--- src/rtl/lsu_mem_stage.sv ---
// -----------------------------------------------------------------------------
// lsu_mem_stage
//   MEM-stage load/store unit for an RV32I pipeline. It accepts one load or
//   store from EX/MEM and runs it on the data memory through a req/gnt/rvalid
//   handshake. The pipeline is stalled until the access completes.
//   For stores it generates byte enables and lane-replicated data. For loads
//   it sign- or zero-extends the returned data. It also exports the
//   memwrite/dataadr/writedata observation signals.
//
//   Optional feature macro: LSU_MISALIGN_TRAP_EN
//     defined   : misaligned LH/LHU/SH/LW/SW finish with rsp_err and make no
//                 memory access
//     undefined : the low address bits are forced to alignment and the
//                 access proceeds
//
// Ports
//   clk, rst                     clock, synchronous active-high reset
//   req_valid/load/store/funct3  EX/MEM request qualifiers
//   req_addr, req_wdata          byte address and raw rs2 value
//   stall_o                      freezes IF..EX/MEM while the access runs
//   rsp_valid/rdata/err          one-cycle completion with extended load data
//   mem_req/we/be/addr/wdata     data-memory request, held stable until gnt
//   mem_gnt/rvalid/rdata         data-memory grant and read response
//   memwrite/dataadr/writedata   observation: store grant pulse, captured
//                                address and captured rs2 value
// -----------------------------------------------------------------------------
module lsu_mem_stage #(
  parameter int unsigned TIMEOUT_CYC = 16
) (
  input  logic        clk,
  input  logic        rst,
  input  logic        req_valid,
  input  logic        req_load,
  input  logic        req_store,
  input  logic [2:0]  req_funct3,
  input  logic [31:0] req_addr,
  input  logic [31:0] req_wdata,
  output logic        stall_o,
  output logic        rsp_valid,
  output logic [31:0] rsp_rdata,
  output logic        rsp_err,
  output logic        mem_req,
  output logic        mem_we,
  output logic [3:0]  mem_be,
  output logic [31:0] mem_addr,
  output logic [31:0] mem_wdata,
  input  logic        mem_gnt,
  input  logic        mem_rvalid,
  input  logic [31:0] mem_rdata,
  output logic        memwrite,
  output logic [31:0] dataadr,
  output logic [31:0] writedata
);

  localparam int unsigned CNT_W = $clog2(TIMEOUT_CYC + 1);

  typedef enum logic [1:0] {
    ST_IDLE = 2'd0,
    ST_REQ  = 2'd1,
    ST_WAIT = 2'd2,
    ST_DONE = 2'd3
  } state_e;

  state_e             state_q, state_d;
  logic               load_q, load_d;
  logic [2:0]         f3_q, f3_d;
  logic [31:0]        addr_q, addr_d;
  logic [31:0]        wdata_q, wdata_d;
  logic               err_q, err_d;
  logic [31:0]        rdata_q, rdata_d;
  logic [CNT_W-1:0]   cnt_q, cnt_d;
  logic               legal_s;
  logic               timeout_s;
  logic [1:0]         off_s;

  // Accepted funct3 codes differ between loads and stores.
  function automatic logic f3_legal(input logic is_load, input logic [2:0] f3);
    logic ok;
    if (is_load) begin
      case (f3)
        3'b000, 3'b001, 3'b010, 3'b100, 3'b101: ok = 1'b1;
        default:                                ok = 1'b0;
      endcase
    end else begin
      case (f3)
        3'b000, 3'b001, 3'b010: ok = 1'b1;
        default:                ok = 1'b0;
      endcase
    end
    return ok;
  endfunction

  // Only used when the misalignment trap is built in.
  function automatic logic misaligned(input logic [2:0] f3, input logic [1:0] a);
    logic mis;
    case (f3[1:0])
      2'b01:   mis = a[0];
      2'b10:   mis = (a != 2'b00);
      default: mis = 1'b0;
    endcase
    return mis;
  endfunction

  // Byte lane of the access. Half and word accesses ignore the low bits, so
  // misaligned addresses fall back to the aligned lane.
  function automatic logic [1:0] lane_off(input logic [2:0] f3, input logic [1:0] a);
    logic [1:0] off;
    case (f3[1:0])
      2'b00:   off = a;
      2'b01:   off = {a[1], 1'b0};
      default: off = 2'b00;
    endcase
    return off;
  endfunction

  // Byte enables for the access width at the given lane.
  function automatic logic [3:0] access_be(input logic [2:0] f3, input logic [1:0] off);
    logic [3:0] be;
    case (f3[1:0])
      2'b00:   be = 4'b0001 << off;
      2'b01:   be = 4'b0011 << off;
      default: be = 4'b1111;
    endcase
    return be;
  endfunction

  // Store data is replicated across all lanes. The byte enables select the
  // lanes that are actually written.
  function automatic logic [31:0] store_data(input logic [2:0] f3, input logic [31:0] d);
    logic [31:0] w;
    case (f3[1:0])
      2'b00:   w = {4{d[7:0]}};
      2'b01:   w = {2{d[15:0]}};
      default: w = d;
    endcase
    return w;
  endfunction

  // Shift the addressed lane down to bit 0, then extend it by funct3.
  function automatic logic [31:0] load_ext(input logic [2:0] f3, input logic [31:0] word,
                                           input logic [1:0] off);
    logic [31:0] s;
    logic [31:0] r;
    s = word >> {off, 3'b000};
    case (f3)
      3'b000:  r = {{24{s[7]}}, s[7:0]};
      3'b001:  r = {{16{s[15]}}, s[15:0]};
      3'b100:  r = {24'h000000, s[7:0]};
      3'b101:  r = {16'h0000, s[15:0]};
      default: r = s;
    endcase
    return r;
  endfunction

  // State register and captured request fields.
  always_ff @(posedge clk) begin
    if (rst) begin
      state_q <= ST_IDLE;
      load_q  <= 1'b0;
      f3_q    <= 3'b000;
      addr_q  <= 32'h0000_0000;
      wdata_q <= 32'h0000_0000;
      err_q   <= 1'b0;
      rdata_q <= 32'h0000_0000;
      cnt_q   <= '0;
    end else begin
      state_q <= state_d;
      load_q  <= load_d;
      f3_q    <= f3_d;
      addr_q  <= addr_d;
      wdata_q <= wdata_d;
      err_q   <= err_d;
      rdata_q <= rdata_d;
      cnt_q   <= cnt_d;
    end
  end

  // Next-state logic: capture, handshake progress and timeout abort.
  always_comb begin
    state_d   = state_q;
    load_d    = load_q;
    f3_d      = f3_q;
    addr_d    = addr_q;
    wdata_d   = wdata_q;
    err_d     = err_q;
    rdata_d   = rdata_q;
    cnt_d     = cnt_q;
    legal_s   = f3_legal(req_load, req_funct3);
`ifdef LSU_MISALIGN_TRAP_EN
    legal_s   = legal_s & ~misaligned(req_funct3, req_addr[1:0]);
`endif
    // The REQ and WAIT cycles share one budget. An access still open in the
    // last budgeted cycle is aborted.
    timeout_s = (cnt_q == CNT_W'(TIMEOUT_CYC - 1));
    off_s     = lane_off(f3_q, addr_q[1:0]);
    case (state_q)
      ST_IDLE: begin
        if (req_valid && (req_load || req_store)) begin
          load_d  = req_load;
          f3_d    = req_funct3;
          addr_d  = req_addr;
          wdata_d = req_wdata;
          rdata_d = 32'h0000_0000;
          cnt_d   = '0;
          err_d   = ~legal_s;
          state_d = legal_s ? ST_REQ : ST_DONE;
        end else begin
          state_d = ST_IDLE;
        end
      end
      ST_REQ: begin
        cnt_d = cnt_q + CNT_W'(1);
        if (mem_gnt) begin
          state_d = load_q ? ST_WAIT : ST_DONE;
        end else if (timeout_s) begin
          err_d   = 1'b1;
          state_d = ST_DONE;
        end else begin
          state_d = ST_REQ;
        end
      end
      ST_WAIT: begin
        cnt_d = cnt_q + CNT_W'(1);
        if (mem_rvalid) begin
          rdata_d = load_ext(f3_q, mem_rdata, off_s);
          state_d = ST_DONE;
        end else if (timeout_s) begin
          err_d   = 1'b1;
          state_d = ST_DONE;
        end else begin
          state_d = ST_WAIT;
        end
      end
      ST_DONE: begin
        state_d = ST_IDLE;
      end
      default: begin
        state_d = ST_IDLE;
      end
    endcase
  end

  // Memory, pipeline and observation outputs decoded from the state.
  always_comb begin
    stall_o   = ((state_q == ST_IDLE) && req_valid && (req_load || req_store)) ||
                (state_q == ST_REQ) || (state_q == ST_WAIT);
    mem_req   = (state_q == ST_REQ);
    mem_we    = mem_req && !load_q;
    mem_be    = mem_req ? access_be(f3_q, off_s) : 4'b0000;
    mem_addr  = mem_req ? {addr_q[31:2], 2'b00} : 32'h0000_0000;
    mem_wdata = mem_we ? store_data(f3_q, wdata_q) : 32'h0000_0000;
    memwrite  = mem_req && mem_we && mem_gnt;
    rsp_valid = (state_q == ST_DONE);
    rsp_err   = rsp_valid && err_q;
    rsp_rdata = rsp_valid ? rdata_q : 32'h0000_0000;
    dataadr   = addr_q;
    writedata = wdata_q;
  end

endmodule

--- config.mk ---
export PLATFORM = sky130hd
export DESIGN_NAME = lsu_mem_stage
export DESIGN_NICKNAME = d
export VERILOG_FILES = /design/src/rtl/lsu_mem_stage.sv
export SDC_FILE = /design/constraint.sdc
export NUM_CORES = 1
export LEC_CHECK = 0
export CAP_MARGIN = 15
export CORE_UTILIZATION = 39
export CTS_BUF_LIST = sky130_fd_sc_hd__clkbuf_4
export DETAILED_ROUTE_END_ITERATION = 12
export GPL_TIMING_DRIVEN = 0
export PLACE_DENSITY = 0.8
export RECOVER_POWER = 50
export SYNTH_ARGS = -nofsm -noshare
export SYNTH_HDL_FRONTEND = slang
export SYNTH_SLANG_ARGS = --single-unit
--- constraint.sdc ---
create_clock -name clk -period 1.7 [get_ports clk]
set_clock_uncertainty 0.05 [all_clocks]
set_input_delay 0.17 -clock clk [delete_from_list [all_inputs] [get_ports clk]]
set_output_delay 0.17 -clock clk [all_outputs]
set_load 0.005 [all_outputs]
==> summary.md, run 1 <==
| Metric | Value |
|---|---|
| Slew HR | between 50% and 60% |
| Worst-Margin Slew | around 650 ps |
| FF+latch count, synth | 108 |
| Met1 GRT Util | about 36% |
| Initial antenna violation count | 1 |
| Met3 Resource Use GR | 7.60% |
| CP endpoint kind | output port |
| Skew-Pair Late Insertion Delay | 510 ps |
| Cells after Synth | slightly above 700 |
| XOR/XNOR Fraction of Synth Area | 0% |
| Post-synth top area cell | dfxtp_1 |
| F_max | 454 MHz |
| Post-synthesis mux area share | between 6 and 7% |
| Largest net degree at the start of global routing | 21 |
| Post-synth design cell area | between 5000 and 6000 sq um |
| Sequential-to-total area share from yosys stat | ~37% |
| Share of Yosys cell area claimed by the top area cell type | 37.0% |
| Pleak | 4.50 nW |
| Minimum clock period | roughly 2200 ps |
| GR Util met2 | between 50% and 60% |
| Clock Sinks | approximately 110 |
| Crit path cell chain | inv_6 > ha_4 > clkbuf_16 > buf_8 > buf_6 > or3_1 > buf_2 |
| Fin Setup TNS | -42450 ps |
| Die height | approximately 120 um |
| First-pass GRT wire length | approximately 37000 um |
| Final core area utilization | 72.2% |
| Req. time, crit path | approximately 1500 ps |
| CP startpoint kind | register |
| Vias in the first global route | 6599 |
| Violated checks | setup timing |
| Final Slew Violations | 0 |
| Post-Synth Adder-Cell Area | about 1.5% |
| Final WS setup | -502 ps |
| RSZ-0062 raised after global routing | yes |
| Hold Vio Cnt, Final | 0 |
| Routed Antenna Nets | 0 |
| Layout cells sized above 1 | between 30 and 40% |
| Placed Cells incl. Taps | ~1200 |
| Final worst path period share | 130% |
| Peak supply drop | 0.582 mV |
| Total grt overflow | 0 |
| Post-synth EDFFs | 0 |
| Status | complete, but fails checks |
| Critical Path Fanout Max | 5 |
| DR WL/cell | around 20 um |
| Max-Cap Viols | 0 |
| Critical Path Max Stage Delay | roughly 400 ps |
| Final Non-Filler Cells | 1292 |
| Crit path DAT | 1980 ps |
| DRC Markers | 0 |
| Nets | about 1200 |
| Fillers | ~1000 |
| Initial detailed-routing violation count | between 700 and 800 |
| Post-synth top flop | dfxtp_1 |
| Clock tree buffer depth | 2 |
| Clk root buf | clkbuf_4 |
| Async SR Flop Fraction | 0% |
| Die width | roughly 120 um |
| Avg Synthesized Cell Area | ~8.0 sq um |
| Distinct cell type count after synthesis | 54 |
| TritonCTS Buffers | 9 |
| Site row count | 44 |
| Most used routing layer | met2 |
| Hold Slack | 92.2 ps |
| CTS tree | yes |
| Detailed-route wire length | 26300 um |
| Die area | roughly 15000 sq um |
| Synth Area in Simple Gates | approximately a quarter |
| Critical path's slowest cell | dfxtp_4 |
| Hold crit path type | primary input to register |
| GP Congestion | between 0.8 and 0.9 |
| DP HPWL | approximately 16000 um |
| Synth area leaders | dfxtp_1 (37%), nand2_1 (12%), a21oi_1 (9.5%) |
| Power per cell area | between 800 and 900 nW/um^2 |
| Synth Area in Compound Gates | approximately a quarter |
| I/O Pins | between 200 and 300 |
| Main combinational cell family by area after synthesis | simple AND/OR/NAND/NOR gates |
| Initial Util | 40.1% |
| Ys Warns | 0 |
| Clock transition at the registers of the reported paths | between 200 and 250 ps |
| Total Power | roughly 0.0094 W |
| H-tree levels | 3 |
| Endpoints failing setup | 171 |
| DRT Pass-1 Iters | 8 |
| Port Buf Inserts | between 200 and 300 |
| Area Overhead vs Synth | 80.1% |
| Core Area | roughly 15000 sq um |
| CP Class | register to output port |
| Avg Vias per Cell | 5.60 |
| Via count | 7239 |
| Total GRT Usage | a little under a third |
## worst paths after layout
check	start	to	slack, ps	depth (start not counted)
worst min register to register	rdata_q[7]	rdata_q[7]	410	2
worst max-delay path	state_q[1]	stall_o	-500	7
worst min-delay path	req_wdata[18]	writedata[18]	90	3
worst max register to register	state_q[1]	err_q	-350	10
## worst max-delay path, delay by kind of cell, from the launching register on
kind / cells / cell delay, ps
buffers and inverters: 5 / 580
adders and majority gates: 1 / 180
and+or+nand+nor: 1 / 290
DFF: 1 / 410
## synthesized netlist by cell type, types with 10 or more instances
cell      count
o31ai_2      10
mux2i_1      20
and2_1       74
nor2_1       31
clkbuf_1     26
a21oi_1     111
buf_2        20
buf_4        10
nand2_1     181
dfxtp_1     108
a221oi_2     10
## metrics by stage
| step | worst slack (ps) | instance area (sq um) |
|---|---|---|
| detailed placement | -970 | 8810 |
| finish | -502 | 10500 |
| CTS | -487 | 9930 |
| global placement | -942 | 8810 |
| floorplan | 24.5 | 5860 |
| global route | -557 | 10500 |
## power by group
part,internal (W),switching (W),leakage [nW]
Clock,0.000338,0.00102,0.0731
Combinational,0.00260,0.00240,3.53
Sequential,0.00282,0.000271,0.897
Total,0.00575,0.00369,4.50
## routing by layer
| layer | vias up | share of wire, % |
|---|---|---|
| met5 | - | 0 |
| met4 | 0 | 4.6 |
| met3 | 99 | 9.2 |
| met2 | 496 | 49 |
| met1 | 3408 | 38 |
| li1 | 3236 | - |
## repair_timing
item / in CTS / in global routing
hold buffers: 1 / 0
endpoints found under the hold margin: 1 / 0
gates resized for setup: 609 / 171
gates cloned: 11 / 2
setup endpoints to repair: 178 / 235
buffers inserted: 69 / 19
pin swaps: 38 / 28
## cell type report
type	instances	area, sq um	share of cell area, %
repair inverters	1	8.76	0.0832
multi-input cells	548	3870	36.7
clock buffers	9	67.6	0.642
flip-flops and latches	108	2230	21.1
diodes	1	2.50	0.0238
clock inverters	7	68.8	0.653
plain buffers	59	624	5.93
repair buffers	366	3390	32.1
well taps	184	230	2.19
inverters	9	48.8	0.463
## cell families (layout without fill, tap and decap cells)
family	count (synthesis)	count (layout)
DFF	108	108
adders and majority gates	7	7
muxes	28	28
and+or+nand+nor	312	312
AOI/OAI and AO/OA	199	199
buffers and inverters	72	451
other	1	3
## flip-flops by register name (all words and copies together), names as in the netlist
| name | flops |
|---|---|
| err_q | 1 |
| rdata_q | 32 |
| writedata | 32 |
| load_q | 1 |
| dataadr | 32 |
| state_q | 2 |
| cnt_q | 5 |
| f3_q | 3 |
## layout by cell type, fill, tap and decap left out, types with 7 or more instances in the layout
cell             instances
nand2_1                170
clkdlybuf4s50_1        155
a21oi_1                 95
buf_2                   79
dfxtp_1                 72
buf_6                   55
buf_4                   53
and2_1                  47
dfxtp_2                 28
and2_4                  27
buf_8                   17
nor2_1                  15
a21oi_2                 15
nor2_4                  15
o31ai_2                 15
clkbuf_2                14
mux2i_1                 11
clkbuf_4                11
clkbuf_1                11
nand2_2                 11
buf_12                  10
dlymetal6s2s_1          10
o21a_1                   9
dfxtp_4                  8
clkbuf_16                7
a31oi_1                  7
o211ai_1                 7
mux4_2                   7
a22o_1                   7
a221oi_1                 7
Note: power is estimated with default switching activity, not from simulation.
==> run 2: changes to the inputs <==
--- a/config.mk
+++ b/config.mk
@@ -6,11 +6,12 @@
 export NUM_CORES = 1
 export LEC_CHECK = 0
 export CAP_MARGIN = 15
-export CORE_UTILIZATION = 39
+export CORE_UTILIZATION = 43
 export CTS_BUF_LIST = sky130_fd_sc_hd__clkbuf_4
+export CTS_CLUSTER_DIAMETER = 40
 export DETAILED_ROUTE_END_ITERATION = 12
 export GPL_TIMING_DRIVEN = 0
-export PLACE_DENSITY = 0.8
+export PLACE_DENSITY = 0.84
 export RECOVER_POWER = 50
 export SYNTH_ARGS = -nofsm -noshare
 export SYNTH_HDL_FRONTEND = slang
==> constraint.sdc (replaced) <==
create_clock -name clk -period 2.14 [get_ports clk]
set_clock_uncertainty 0.05 [all_clocks]
set_input_delay 0.321 -clock clk [delete_from_list [all_inputs] [get_ports clk]]
set_output_delay 0.321 -clock clk [all_outputs]
set_load 0.005 [all_outputs]
==> run 2 against run 1 <==
The flow still finishes with violations (setup timing). First-iteration DRC count shrank 25%. Clock power shrank 26%. Routed wire length shrank 3.6%. Die area shrank 9.2%. Critical path depth grew 1. Final area shrank 6.4%. Hold slack gained 63 ps. Largest power group unchanged.
==> summary.md, run 2 (synthesized netlist as in run 1, its figures left out) <==
| Metric | Value |
|---|---|
| Critical Path Max Stage Delay | roughly 400 ps |
| Largest net degree at the start of global routing | 20 |
| TritonCTS Buffers | 9 |
| Avg Vias per Cell | 5.66 |
| Hold crit path type | primary input to register |
| GP Congestion | between 0.8 and 0.9 |
| Slew HR | 45.7% |
| Endpoints failing setup | 69 |
| Vias in the first global route | 6677 |
| Power per cell area | 705 nW/um^2 |
| RSZ-0062 raised after global routing | yes |
| Area Overhead vs Synth | 68.5% |
| Total GRT Usage | 33.2% |
| Fillers | 889 |
| CP endpoint kind | output port |
| DRT Pass-1 Iters | 5 |
| Clock tree buffer depth | 2 |
| Status | complete, but fails checks |
| Clk root buf | clkbuf_4 |
| Crit path cell chain | inv_4 > ha_4 > nand2b_4 > clkbuf_16 > buf_16 > buf_6 > nor2_4 > buf_6 |
| Core Area | 13200 sq um |
| Max-Cap Viols | 0 |
| Minimum clock period | between 2000 and 2500 ps |
| CP startpoint kind | register |
| Initial antenna violation count | 0 |
| FF+latch area | around 2200 sq um |
| Worst reg-to-reg path cell count | 9 |
| Critical path's slowest cell | dfxtp_4 |
| Clock Sinks | approximately 110 |
| Die height | 119 um |
| Routed Antenna Nets | 0 |
| Hold Vio Cnt, Final | 0 |
| Final Non-Filler Cells | approximately 1200 |
| Req. time, crit path | 1770 ps |
| Cell count along the critical path | 8 |
| Via count | ~7000 |
| Fin Setup TNS | -4610 ps |
| CTS tree | yes |
| R2R Setup Slk | -30 ps |
| Commonest non-fill, non-tap cell in the layout | nand2_1 |
| DR WL/cell | around 20 um |
| Detailed-route wire length | roughly 25000 um |
| Clock transition at the registers of the reported paths | ~170 ps |
| Crit. Startpoint | state_q[1] |
| Die width | between 100 and 150 um |
| Skew-Pair Late Insertion Delay | ~500 ps |
| Termination of the worst setup path | mem_wdata[30] |
| Crit path max-delay family | buffers and inverters |
| Final Slew Violations | 0 |
| Most frequent cells in the layout | nand2_1 (181), clkdlybuf4s50_1 (168), dfxtp_1 (104) |
| RR Startpoint | state_q[0] |
| Multi-input logic area | around 3600 sq um |
| Final worst path period share | 108% |
| Layout cells sized above 1 | 32.2% |
| Final WS setup | -178 ps |
| Total grt overflow | 0 |
| I/O Pins | ~280 |
| Critical Path Fanout Max | 8 |
| CP Class | register to output port |
| Pleak | 3.99 nW |
| Violated checks | setup timing |
| DP HPWL | between 15000 and 20000 um |
| Crit path DAT | slightly below 2000 ps |
| First-pass GRT wire length | between 30000 and 40000 um |
| N_diodes | 0 |
| Port Buf Inserts | approximately 270 |
| Total Power | between 0.006 and 0.007 W |
| Site row count | 42 |
| F_max | ~430 MHz |
| RR Endpoint | rdata_q[30] |
| Peak supply drop | between 0.4 and 0.5 mV |
| DRC Markers | 0 |
| Worst path bufs/invs | 5 |
| H-tree levels | 3 |
| Die area | 14100 sq um |
| Placed Cells incl. Taps | roughly 1200 |
| Nets | roughly 1200 |
| Worst-Margin Slew | 815 ps |
| Initial detailed-routing violation count | roughly 540 |
| Most numerous cell on the critical path | buf_6 |
| Initial Util | between 40 and 50% |
[run 2: changes by cell type in the layout (fill, tap and decap cells not counted), moves of 9 or more]
cell / change
dfxtp_1: +32
dfxtp_2: -27
buf_4: -19
clkdlybuf4s50_1: +13
and2_1: -12
and2_4: +12
nand2_1: +11
buf_6: +10
dlymetal6s2s_1: -10
nand2_2: -10
buf_2: -9
[run 2: tightest hold or removal path: stages]
cell and delay [ps]:
buf_2 170, a41o_1 120, a21oi_1 40
[run 2: where the power goes]
group          switching, W  internal [W]  leakage, nW  total (W)
registers          0.000216       0.00222        0.882    0.00244
clock network      0.000740      0.000259       0.0592    0.00100
logic               0.00170       0.00180         3.05    0.00351
[run 2: how the worst min path moves through the flow]
stage / start / endpoint / slack [ps] / depth (start not counted)
6_report: rst / err_q / 150 / 3
5_1_grt: rst / err_q / 140 / 3
4_1_cts: rst / err_q / 120 / 3
3_5_place_dp: rdata_q[21] / rdata_q[21] / 390 / 2
3_3_place_gp: rdata_q[23] / rdata_q[23] / 380 / 2
2_1_floorplan: rdata_q[21] / rdata_q[21] / 370 / 2
[run 2: final cells by class]
| cell class | instances | area share, % |
|---|---|---|
| clock buffers | 10 | 0.762 |
| multi-input cells | 548 | 37.0 |
| repair buffers | 332 | 31.7 |
| clock inverters | 6 | 0.495 |
| repair inverters | 1 | 0.0635 |
| plain buffers | 58 | 5.27 |
| well taps | 176 | 2.23 |
| inverters | 9 | 0.444 |
| flip-flops and latches | 108 | 22.1 |
[run 2: metrics by stage]
step                      utilization [%]  hold slack [ps]  cell area [sq um]  worst slack, ps
after floorplan                         -              367               5850              237
after global placement               66.4              375               8790             -713
after detailed placement             66.4              386               8790             -682
after CTS                            71.7              124               9490             -184
after global routing                 74.4              142               9850             -223
final                                74.4              155               9850             -178
[run 2: per-layer routing]
| metal | track usage [%] | vias to the layer above | routed length [um] |
|---|---|---|---|
| li1 | - | 3161 | - |
| met1 | 38.5 | 3341 | 9490 |
| met2 | 57.1 | 458 | 12200 |
| met3 | 7.96 | 102 | 2300 |
| met4 | 16.4 | 0 | 1350 |
| met5 | 0 | - | 0 |
[run 2: what timing repair did]
action	CTS	global route
setup endpoints to repair	105	129
setup buffers	42	11
pin swaps	31	7
hold buffers	0	0
gates resized for setup	538	105
gates cloned	9	0
